$ cat src/rtl/fifo_wr_packer.sv
// Write-domain front end of the async FIFO: packs a byte stream little-endian
// into BYTES-wide words and presents them to the FIFO through a one-word hold.
module fifo_wr_packer #(
    parameter int         BYTES = 4,
    parameter int         DSIZE = 8 * BYTES,
    parameter logic [7:0] PAD   = 8'h00,
    parameter int         CW    = 16
) (
    input  logic             wclk,
    input  logic             wrstn,
    input  logic             clr,
    input  logic [7:0]       s_data,
    input  logic             s_valid,
    input  logic             s_last,
    output logic             s_ready,
    input  logic             wfull,
    output logic             wen,
    output logic [DSIZE-1:0] wdata,
    output logic [BYTES-1:0] wbe,
    output logic             busy,
    output logic [CW-1:0]    words_written
);

    localparam int               IW       = (BYTES > 1) ? $clog2(BYTES) : 1;
    localparam logic [IW-1:0]    LAST_IDX = IW'(BYTES - 1);
    localparam logic [DSIZE-1:0] PAD_WORD = {BYTES{PAD}};

    logic [DSIZE-1:0] acc_q, acc_d;
    logic [IW-1:0]    idx_q, idx_d;
    logic [DSIZE-1:0] hold_data_q, hold_data_d;
    logic [BYTES-1:0] hold_be_q, hold_be_d;
    logic             hold_vld_q, hold_vld_d;
    logic [CW-1:0]    cnt_q, cnt_d;

    logic             accept;
    logic             complete;
    logic [DSIZE-1:0] merged;
    logic [BYTES-1:0] merged_be;

    // A stuck hold blocks every byte, not just word-completing ones, so the
    // accumulator never has to absorb a byte it could not later hand off.
    assign s_ready  = ~(hold_vld_q & wfull);
    assign wen      = hold_vld_q & ~wfull;
    assign accept   = s_valid & s_ready;
    assign complete = accept & ((idx_q == LAST_IDX) | s_last);

    assign wdata         = hold_data_q;
    assign wbe           = hold_be_q;
    assign busy          = (idx_q != '0) | hold_vld_q;
    assign words_written = cnt_q;

    // Accumulator with the incoming byte dropped into lane idx; lanes above
    // idx are forced to PAD so a flushed partial word is well defined.
    always_comb begin
        merged    = acc_q;
        merged_be = '0;
        for (int i = 0; i < BYTES; i++) begin
            if (IW'(i) == idx_q) begin
                merged[8*i +: 8] = s_data;
            end else if (IW'(i) > idx_q) begin
                merged[8*i +: 8] = PAD;
            end
            merged_be[i] = (IW'(i) <= idx_q);
        end
    end

    always_comb begin
        // NOTE: every next-state signal gets its hold value first; a path that
        // skips an assignment in always_comb would otherwise infer a latch.
        acc_d       = acc_q;
        idx_d       = idx_q;
        hold_data_d = hold_data_q;
        hold_be_d   = hold_be_q;
        hold_vld_d  = hold_vld_q;
        cnt_d       = cnt_q;

        if (wen) begin
            hold_vld_d = 1'b0;
            if (cnt_q != '1) begin
                cnt_d = cnt_q + 1'b1;
            end
        end

        // A completing byte may reload the hold in the same cycle it drains,
        // which keeps back-to-back words free of bubbles.
        if (complete) begin
            hold_data_d = merged;
            hold_be_d   = merged_be;
            hold_vld_d  = 1'b1;
            idx_d       = '0;
            acc_d       = PAD_WORD;
        end else if (accept) begin
            acc_d = merged;
            idx_d = idx_q + 1'b1;
        end

        if (clr) begin
            acc_d       = PAD_WORD;
            idx_d       = '0;
            hold_data_d = '0;
            hold_be_d   = '0;
            hold_vld_d  = 1'b0;
            cnt_d       = '0;
        end
    end

    // NOTE: sequential state uses non-blocking assignments only, so every
    // register samples its _d value from before the edge. The data registers
    // are reset as well because wdata/wbe must read zero out of reset.
    always_ff @(posedge wclk or negedge wrstn) begin
        if (!wrstn) begin
            acc_q       <= PAD_WORD;
            idx_q       <= '0;
            hold_data_q <= '0;
            hold_be_q   <= '0;
            hold_vld_q  <= 1'b0;
            cnt_q       <= '0;
        end else begin
            acc_q       <= acc_d;
            idx_q       <= idx_d;
            hold_data_q <= hold_data_d;
            hold_be_q   <= hold_be_d;
            hold_vld_q  <= hold_vld_d;
            cnt_q       <= cnt_d;
        end
    end

endmodule

$ cat config.mk
export PLATFORM = sky130hd
export DESIGN_NAME = fifo_wr_packer
export DESIGN_NICKNAME = d
export VERILOG_FILES = /design/src/rtl/fifo_wr_packer.sv
export SDC_FILE = /design/constraint.sdc
export NUM_CORES = 1
export LEC_CHECK = 0
export CAP_MARGIN = 20
export CORE_ASPECT_RATIO = 1.4
export CORE_MARGIN = 2
export CORE_UTILIZATION = 40
export DETAILED_ROUTE_END_ITERATION = 8
export PLACE_DENSITY = 0.6
export REMOVE_ABC_BUFFERS = 1
export SYNTH_ARGS = -nofsm -noshare
export SYNTH_HDL_FRONTEND = slang
export SYNTH_SLANG_ARGS = --single-unit
export TNS_END_PERCENT = 20
$ cat constraint.sdc
create_clock -name wclk -period 1.9 [get_ports wclk]
set_input_delay 0.475 -clock wclk [delete_from_list [all_inputs] [get_ports wclk]]
set_output_delay 0.475 -clock wclk [all_outputs]
set_load 0.02 [all_outputs]
== Word level (Yosys, flattened, before mapping) ==
Index checks and enable logic that the tools add are counted.

* Div/mod/pow operators: 0
* $mul: 0
* Add/sub/neg operators: 2
* Reductions and logical operators: 8
* Shifts and indexed selects: 0
* $lt $le $gt $ge: 8
* Bitwise logic cells: 8
* Equal/unequal tests: 5
* Mux-type cells: 24

{| class="wikitable"
|+ Operators by type and width
! cell !! count
|-
| 2-to-1 mux 32 bit || 5
|-
| 2-to-1 mux 8 bit || 8
|-
| 2-to-1 mux 16 bit || 3
|-
| adder 16 x 1 -> 16 bit (second input constant) || 1
|-
| != test 16 bit (second input constant) || 1
|-
| 2-to-1 mux 4 bit || 2
|-
| nonzero test 2 bit || 4
|-
| 2-to-1 mux 2 bit || 3
|-
| nonzero test 3 bit || 2
|-
| bitwise AND 1 bit || 4
|-
| == test 2 bit (first input constant) || 2
|-
| greater-than comparator 1 x 2 -> 1 bit (first input constant) || 2
|-
| greater-than comparator 2 bit (first input constant) || 2
|-
| less-or-equal comparator 1 x 2 -> 1 bit (first input constant) || 2
|-
| less-or-equal comparator 2 bit (first input constant) || 2
|-
| 2-to-1 mux 1 bit || 3
|-
| adder 2 x 1 -> 2 bit (second input constant) || 1
|-
| == test 1 x 2 -> 1 bit (first input constant) || 1
|-
| == test 2 bit (second input constant) || 1
|-
| logical NOT 2 bit || 1
|-
| inverter 1 bit || 2
|-
| OR 1 bit || 2
|-
| AND reduction 2 bit || 1
|}

* Memory bits (read-only): 0
* Input bits: 14
* Bits in writable memories: 0
* Memories kept: 0
* Latch bits: 0
* Output and inout port bits: 55
* Word-level logic and storage cells: 61
* Register bits after elaboration: 87

== Depth between registers and ports, before layout ==
Gate-level depths: netlist of the first run.

* Depth after elaboration: 6
* Mapped depth: 7
* Gate-level depth less buffers: 6

== Least setup slack after synthesis of the first run ==
Ideal clock, no wire load.

* Path type: reg-to-output
* From: register idx_q[1]
* To: output port busy
* Data required time: 1.425 ns
* Buffers on the path: 2
* Slack: 0.019 ns
* Stages on the path, launching flop included: 6
* Arrival time: 1.406 ns
* Cells stage by stage: dfrtp_1 > inv_1 > ha_1 > buf_2 > clkbuf_1 > nand2b_1

* Cells in the longest elaborated chain, start to end: 2

{| class="wikitable"
|+ Ends and longest elaborated chain
! what !! RTL line !! text
|-
| start: declaration || 29 || <nowiki>logic [IW-1:0] idx_q, idx_d;</nowiki>
|-
| start signal: assignment || 120 || <nowiki>idx_q <= idx_d;</nowiki>
|-
| nonzero test 2 bit || 49 || <nowiki>assign busy = (idx_q != '0) | hold_vld_q;</nowiki>
|-
| OR 1 bit || 49 ||
|-
| end: declaration || 20 || <nowiki>output logic busy,</nowiki>
|}

Every way passes these cells.

== Final worst setup path of the first run ==
* From: register cnt_q[4], in the netlist words_written[4]
* To: output port words_written[4]

{| class="wikitable"
|+ RTL lines
! what !! RTL line !! text
|-
| start: declaration || 33 || <nowiki>logic [CW-1:0] cnt_q, cnt_d;</nowiki>
|-
| start signal: assignment || 124 || <nowiki>cnt_q <= cnt_d;</nowiki>
|-
| end: declaration || 21 || <nowiki>output logic [CW-1:0] words_written</nowiki>
|}

No word-level cell between the ends.

==> flow_metrics.tcl, run 1 <==
set metrics [dict create \
    synth-simple-area-share_pct 17.5 \
    power.total_mw 4.03 \
    hold_violations 0 \
    syn_avg_cell_area_sq_um 10.5 \
    grt_max_degree 49 \
    ys_warn_count 0 \
    dp_hpwl_um 6340 \
    critical_path_buf_inv_count 1 \
    rsz0062_at_grt "true" \
    core_area_sq_um 8980 \
    critPathSlowestCell "clkdlybuf4s50_1" \
    antenna_cells 0 \
    critical_path_class "reg2out" \
    setup_ws_ns 0.0379 \
    gp_congestion 0.798 \
    clockBufferDepth 2 \
    slew_violations 0 \
    synth_fa_ha_area_share_pct 1.70 \
    synth_edf_count 0 \
    vdd_drop_max_v 0.000554 \
    status "finished clean" \
    ys_types 43 \
    synth_common_cells "dfrtp_1 (79), nor2_1 (33), nand2_1 (27), a21oi_1 (25), a211oi_1 (17)" \
    routed_via_density 5.53 \
    synth_top_area_cell "dfrtp_1" \
    synth_top_family_by_area "compound AO/OA/AOI/OAI gates" \
    die_height_um 118 \
    worst_clock_skew_ns 0.00836 \
    synth-xor-area-share_pct 0 \
    worstPathCellList "clkdlybuf4s50_1" \
    fillers 815 \
    critPathLaunchType "flop" \
    antenna_found_initial 0 \
    setup_viol 0 \
    leakagePower_nw 2.23 \
    worstPathArrival_ns 1.39 \
    area_delta_synth_final_pct 34.3 \
    ys.flop_type "dfrtp_1" \
    dieArea_sq_um 10000 \
    relSlewSlack_pct 66.6 \
    htree_levels 3 \
    cpLargestDelayFamily "buffers and inverters" \
    post-place-ws_ns -0.318 \
    fin_nets 459 \
    drtAntennaViolNets 0 \
    postLayoutCellArea_sq_um 4950 \
    drive_above_1_share_pct 15.1 \
    worst_pin_slew_ns 0.501 \
    final.min_clock_period_ns 1.86 \
    clk_latency_ns 0.33 \
    rows 41 \
    synth_mux_area_share_pct 2.78 \
    clkSinkCount 79 \
    cts_root_buf "clkbuf_16" \
    power_per_cell_area_nw_per_um2 815 \
    synth_compound_area_share_pct 20.7 \
    holdCritPathClass "in2async" \
    slowest_delay_ns 0.63 \
    cp.required_ns 1.42 \
    ios 69 \
    dr.first_iter.drc_count 185 \
    ys_async_sr_fraction_pct 100 \
    postPlaceCellArea_sq_um 4670 \
    start_util_pct 41.1 \
    synth.most_common_cell "dfrtp_1" \
    cap_viol_max_count 0 \
    io_buffers 68 \
    postCtsSetupBuffers 0 \
    synth_area_sq_um 3690 \
    drt-total-wl_um 8980 \
    overflow 0 \
    clk_pin_slew_ns 0.06 \
    worstSetupEndpointType "output pin" \
    wl_per_cell_um 16.3 \
    cp_max_fo 4 \
    ys_seq_elements 79 \
    grt_first_pass_wirelength_um 15000 \
    clock.fmax_ghz 0.537 \
    synth_area_leaders "dfrtp_1 (54%), a211oi_1 (3.5%), a21oi_1 (3.4%), nor2_1 (3.4%), a22oi_1 (3.1%)" \
    period_share_pct 98.0 \
    synth_cells 351 \
    first_pass_iters 4 \
    fp.dieW_um 85.2 \
    cts_tree "done" \
    place_inst 536 \
    track_usage_pct 18.9 \
    ctsHoldBuffers 0 \
    drc 0 \
    vias 3039 \
    cts-buffers-inserted 9 \
    yosysSeqAreaShare_pct 53.6 \
    grt_pass1_vias 2974 \
    final_cells 550 \
    netlist.area_leader.share_pct 53.6 \
]
## registers in the layout, summed over array words and instances, names as in the netlist
| signal | count |
|---|---|
| acc_q | 24 |
| hold_vld_q | 1 |
| idx_q | 2 |
| wbe | 4 |
| wdata | 32 |
| words_written | 16 |
## metrics by stage
| step | TNS [ns] | utilization (%) | hold WS [ns] |
|---|---|---|---|
| finish | 0 | 55.2 | 0.0622 |
| global route | -0.0157 | 55.2 | 0.0717 |
| CTS | -0.0242 | 54.9 | 0.0706 |
| detailed placement | -9.07 | 52.0 | 0.429 |
| global placement | -7.65 | 52.0 | 0.430 |
| floorplan | -22.99 | - | 0.179 |
## kinds of logic after synthesis
| family | Yosys count |
|---|---|
| buf+inv | 31 |
| simple gates | 117 |
| compound gates | 109 |
| fa+ha+maj | 5 |
| flops | 79 |
| mux | 10 |
## worst register-to-register path, stage by stage, from the launching register on
cell	delay, ns
dfrtp_1	0.40
ha_1	0.25
nand4_4	0.14
nor4b_4	0.42
nor3_1	0.10
mux2_1	0.33
## timing repair
action	4_1_cts	5_1_grt
endpoints found under the setup margin	7	32
pin swaps	0	1
gates resized for setup	9	10
## power by group
group / internal, mW / leakage, nW / switching, mW
Sequential: 1.76 / 1.08 / 0.0428
Clock: 0.938 / 0.129 / 0.649
Combinational: 0.277 / 1.02 / 0.368
Total: 2.98 / 2.23 / 1.06
## worst paths after layout
kind | from | cells after the start | to | slack [ns]
worst min register to register | acc_q[4] | 1 | acc_q[4] | 0.49
max in group asynchronous | wrstn | 2 | wdata[31] | 1.33
min in group wclk | acc_q[4] | 1 | acc_q[4] | 0.49
worst max register to register | words_written[0] | 5 | words_written[7] | 0.14
worst max-delay path | words_written[4] | 1 | words_written[4] | 0.04
worst min-delay path | wrstn | 1 | words_written[1] | 0.06
## cell usage in the layout (no fill, tap or decap), types with 3 or more instances in the layout
cell	n
nand2_1	27
or4_1	7
dlygate4sd2_1	4
or3_1	5
ha_1	4
a22o_1	8
inv_1	6
nor2b_1	3
a21oi_1	25
nand4_4	3
a32o_1	8
nor2_1	33
clkbuf_16	9
a211oi_1	17
clkdlybuf4s50_1	57
o21ai_1	10
nand2b_1	3
nor3b_1	8
o31ai_1	7
a21o_1	8
nor3_1	5
a22oi_1	15
dfrtp_1	79
buf_4	32
o21ai_0	5
nand3_1	11
mux2i_1	8
## layout make-up
cell class	instances	area [sq um]	share of cell area, %
Sequential cell	79	1980	39.9
Multi-Input combinational cell	241	1600	32.2
Timing Repair Buffer	102	947	19.1
Tap cell	107	134	2.70
Inverter	7	26.3	0.530
Clock buffer	11	253	5.10
Clock inverter	3	20.0	0.404
## layer usage
layer	vias to the layer above	GRT usage, %	share of wire [%]
met5	-	0	0
met4	0	7.04	2.1
met3	11	4.00	4.7
met2	70	29.9	48
met1	1477	25.3	45
li1	1481	-	-
(Power assumes the default switching activity.)
==> inputs of run 2 (changes only) <==
--- a/config.mk
+++ b/config.mk
@@ -7,10 +7,10 @@
 export LEC_CHECK = 0
 export CAP_MARGIN = 20
 export CORE_ASPECT_RATIO = 1.4
-export CORE_MARGIN = 2
-export CORE_UTILIZATION = 40
+export CORE_UTILIZATION = 33
+export CTS_BUF_LIST = sky130_fd_sc_hd__clkbuf_4 sky130_fd_sc_hd__clkbuf_8 sky130_fd_sc_hd__clkbuf_16
 export DETAILED_ROUTE_END_ITERATION = 8
-export PLACE_DENSITY = 0.6
+export PLACE_DENSITY = 0.51
 export REMOVE_ABC_BUFFERS = 1
 export SYNTH_ARGS = -nofsm -noshare
 export SYNTH_HDL_FRONTEND = slang
==> run 2 against run 1 <==
Wire length grew 5.1%. Design area grew 2.1%. Total power increased by 3.6%. Flip-flop and latch count unchanged. Global-route usage shrank 1.7 points. Non-clock buffer count up 1. Highest routed layer unchanged.
==> flow_metrics.tcl, run 2 (synthesized netlist as in run 1, its figures left out) <==
set metrics [dict create \
    period_share_pct 98.6 \
    hold_violations 0 \
    regToRegSetupSlack_ns 0.13 \
    wl_met1_um 4330 \
    cap_viol_max_count 0 \
    dp_hpwl_um 6730 \
    wl_per_cell_um 16.1 \
    worst_pin_slew_ns 0.431 \
    rsz0062_at_grt "true" \
    clk_latency_ns 0.33 \
    worst_clock_skew_ns 0.00632 \
    antenna_found_initial 0 \
    clkSinkCount 79 \
    final_cells 587 \
    overflow 0 \
    grt_first_pass_wirelength_um 15800 \
    met2_length_um 4630 \
    setup_ws_ns 0.0257 \
    critical_path_buf_inv_count 1 \
    cp_max_fo 4 \
    drive_above_1_share_pct 15.7 \
    vdd_drop_max_v 0.000426 \
    first_pass_iters 4 \
    fin_setup_tns_ns 0 \
    cp-startpoint "words_written[4]" \
    fp.dieW_um 91.4 \
    drtAntennaViolNets 0 \
    drc 0 \
    cts_root_buf "clkbuf_16" \
    worst-path-stages 1 \
    final.min_clock_period_ns 1.87 \
    crit_path_end "words_written[4]" \
    grt_max_degree 34 \
    fin_nets 460 \
    vias 3047 \
    postCtsSetupBuffers 0 \
    place_inst 571 \
    dr_wl_met3_um 331 \
    fillers 1046 \
    worstPathArrival_ns 1.40 \
    io_buffers 68 \
    ctsHoldBuffers 0 \
    critical_path_class "reg2out" \
    clk_pin_slew_ns 0.06 \
    cpLargestDelayFamily "buffers and inverters" \
    cts-buffers-inserted 9 \
    setup_viol 0 \
    postPlaceCellArea_sq_um 4740 \
    dieArea_sq_um 11600 \
    drt-total-wl_um 9430 \
    clock.fmax_ghz 0.534 \
    critPathLaunchType "flop" \
    grt_pass1_vias 3062 \
    area_delta_synth_final_pct 37.1 \
    worstPathCellList "clkdlybuf4s50_1" \
    start_util_pct 33.9 \
    critPathSlowestCell "clkdlybuf4s50_1" \
    leakagePower_nw 2.26 \
    timing.rr.end "words_written[4]" \
    regToRegStartpoint "words_written[0]" \
    relSlewSlack_pct 71.3 \
    final_util_pct 46.5 \
    routed.top_layer "met4" \
    power.total_mw 4.18 \
    rr_worst_depth 6 \
    status "finished clean" \
    postLayoutCellArea_sq_um 5060 \
    slew_violations 0 \
    rows 45 \
    cts_tree "done" \
    antenna_cells 0 \
    largest_reg_flops 32 \
    post-place-ws_ns -0.352 \
    core_area_sq_um 10900 \
    fin_hold_ws_ns 0.0697 \
    dr.first_iter.drc_count 132 \
    layout_commonest_cell "dfrtp_1" \
    die_height_um 127 \
    cp.required_ns 1.42 \
    power_per_cell_area_nw_per_um2 826 \
    htree_levels 3 \
    clockBufferDepth 2 \
    routed_via_density 5.19 \
    gp_congestion 0.769 \
    slowest_delay_ns 0.63 \
    ios 69 \
    final_cell_mix "dfrtp_1 (79), clkdlybuf4s50_1 (58), nor2_1 (33)" \
    track_usage_pct 17.1 \
    holdCritPathClass "in2async" \
    worstSetupEndpointType "output pin" \
]
## run 2: how the worst min path moves through the flow
stage | startpoint | endpoint | slack (ns) | cells after the start
after floorplan | wrstn | acc_q[0] | 0.18 | 0
after global routing | wrstn | words_written[4] | 0.11 | 1
final | wrstn | words_written[4] | 0.07 | 1
after detailed placement | wrstn | words_written[1] | 0.44 | 1
after global placement | wrstn | words_written[1] | 0.44 | 1
after CTS | wrstn | words_written[4] | 0.08 | 1
## run 2: final cells by class
class	instances	area [sq um]	area share [%]
Clock inverter	2	12.5	0.247
Clock buffer	14	288	5.69
Tap cell	141	176	3.49
Sequential cell	79	1980	39.1
Inverter	7	26.3	0.520
Multi-Input combinational cell	241	1600	31.7
Timing Repair Buffer	103	976	19.3
## run 2: what timing repair did
| action | CTS | global route |
|---|---|---|
| endpoints found under the setup margin | 6 | 13 |
| gates resized for setup | 12 | 6 |
| pin swaps | 0 | 1 |
## run 2: power breakdown
part / total [mW] / internal (mW) / switching (mW) / leakage (nW)
Combinational: 0.668 / 0.291 / 0.376 / 1.03
Clock: 1.70 / 1.04 / 0.664 / 0.148
Sequential: 1.81 / 1.76 / 0.0457 / 1.08
Total: 4.18 / 3.09 / 1.09 / 2.26
## run 2: worst reg2reg max path, delay by kind of cell (launching register included)
family | cells | cell delay [ns]
flip-flops | 1 | 0.40
AND/OR/NAND/NOR | 3 | 0.63
adder cells (fa/ha/maj) | 1 | 0.24
AO/OA/AOI/OAI | 1 | 0.19
buffers and inverters | 1 | 0.23
## run 2: routing by layer
metal  global-route usage, %  vias to the layer above
met5                       0                        -
met4                    6.35                        0
met3                    2.38                       10
met2                    29.7                       73
met1                    21.8                     1487
li1                        -                     1477
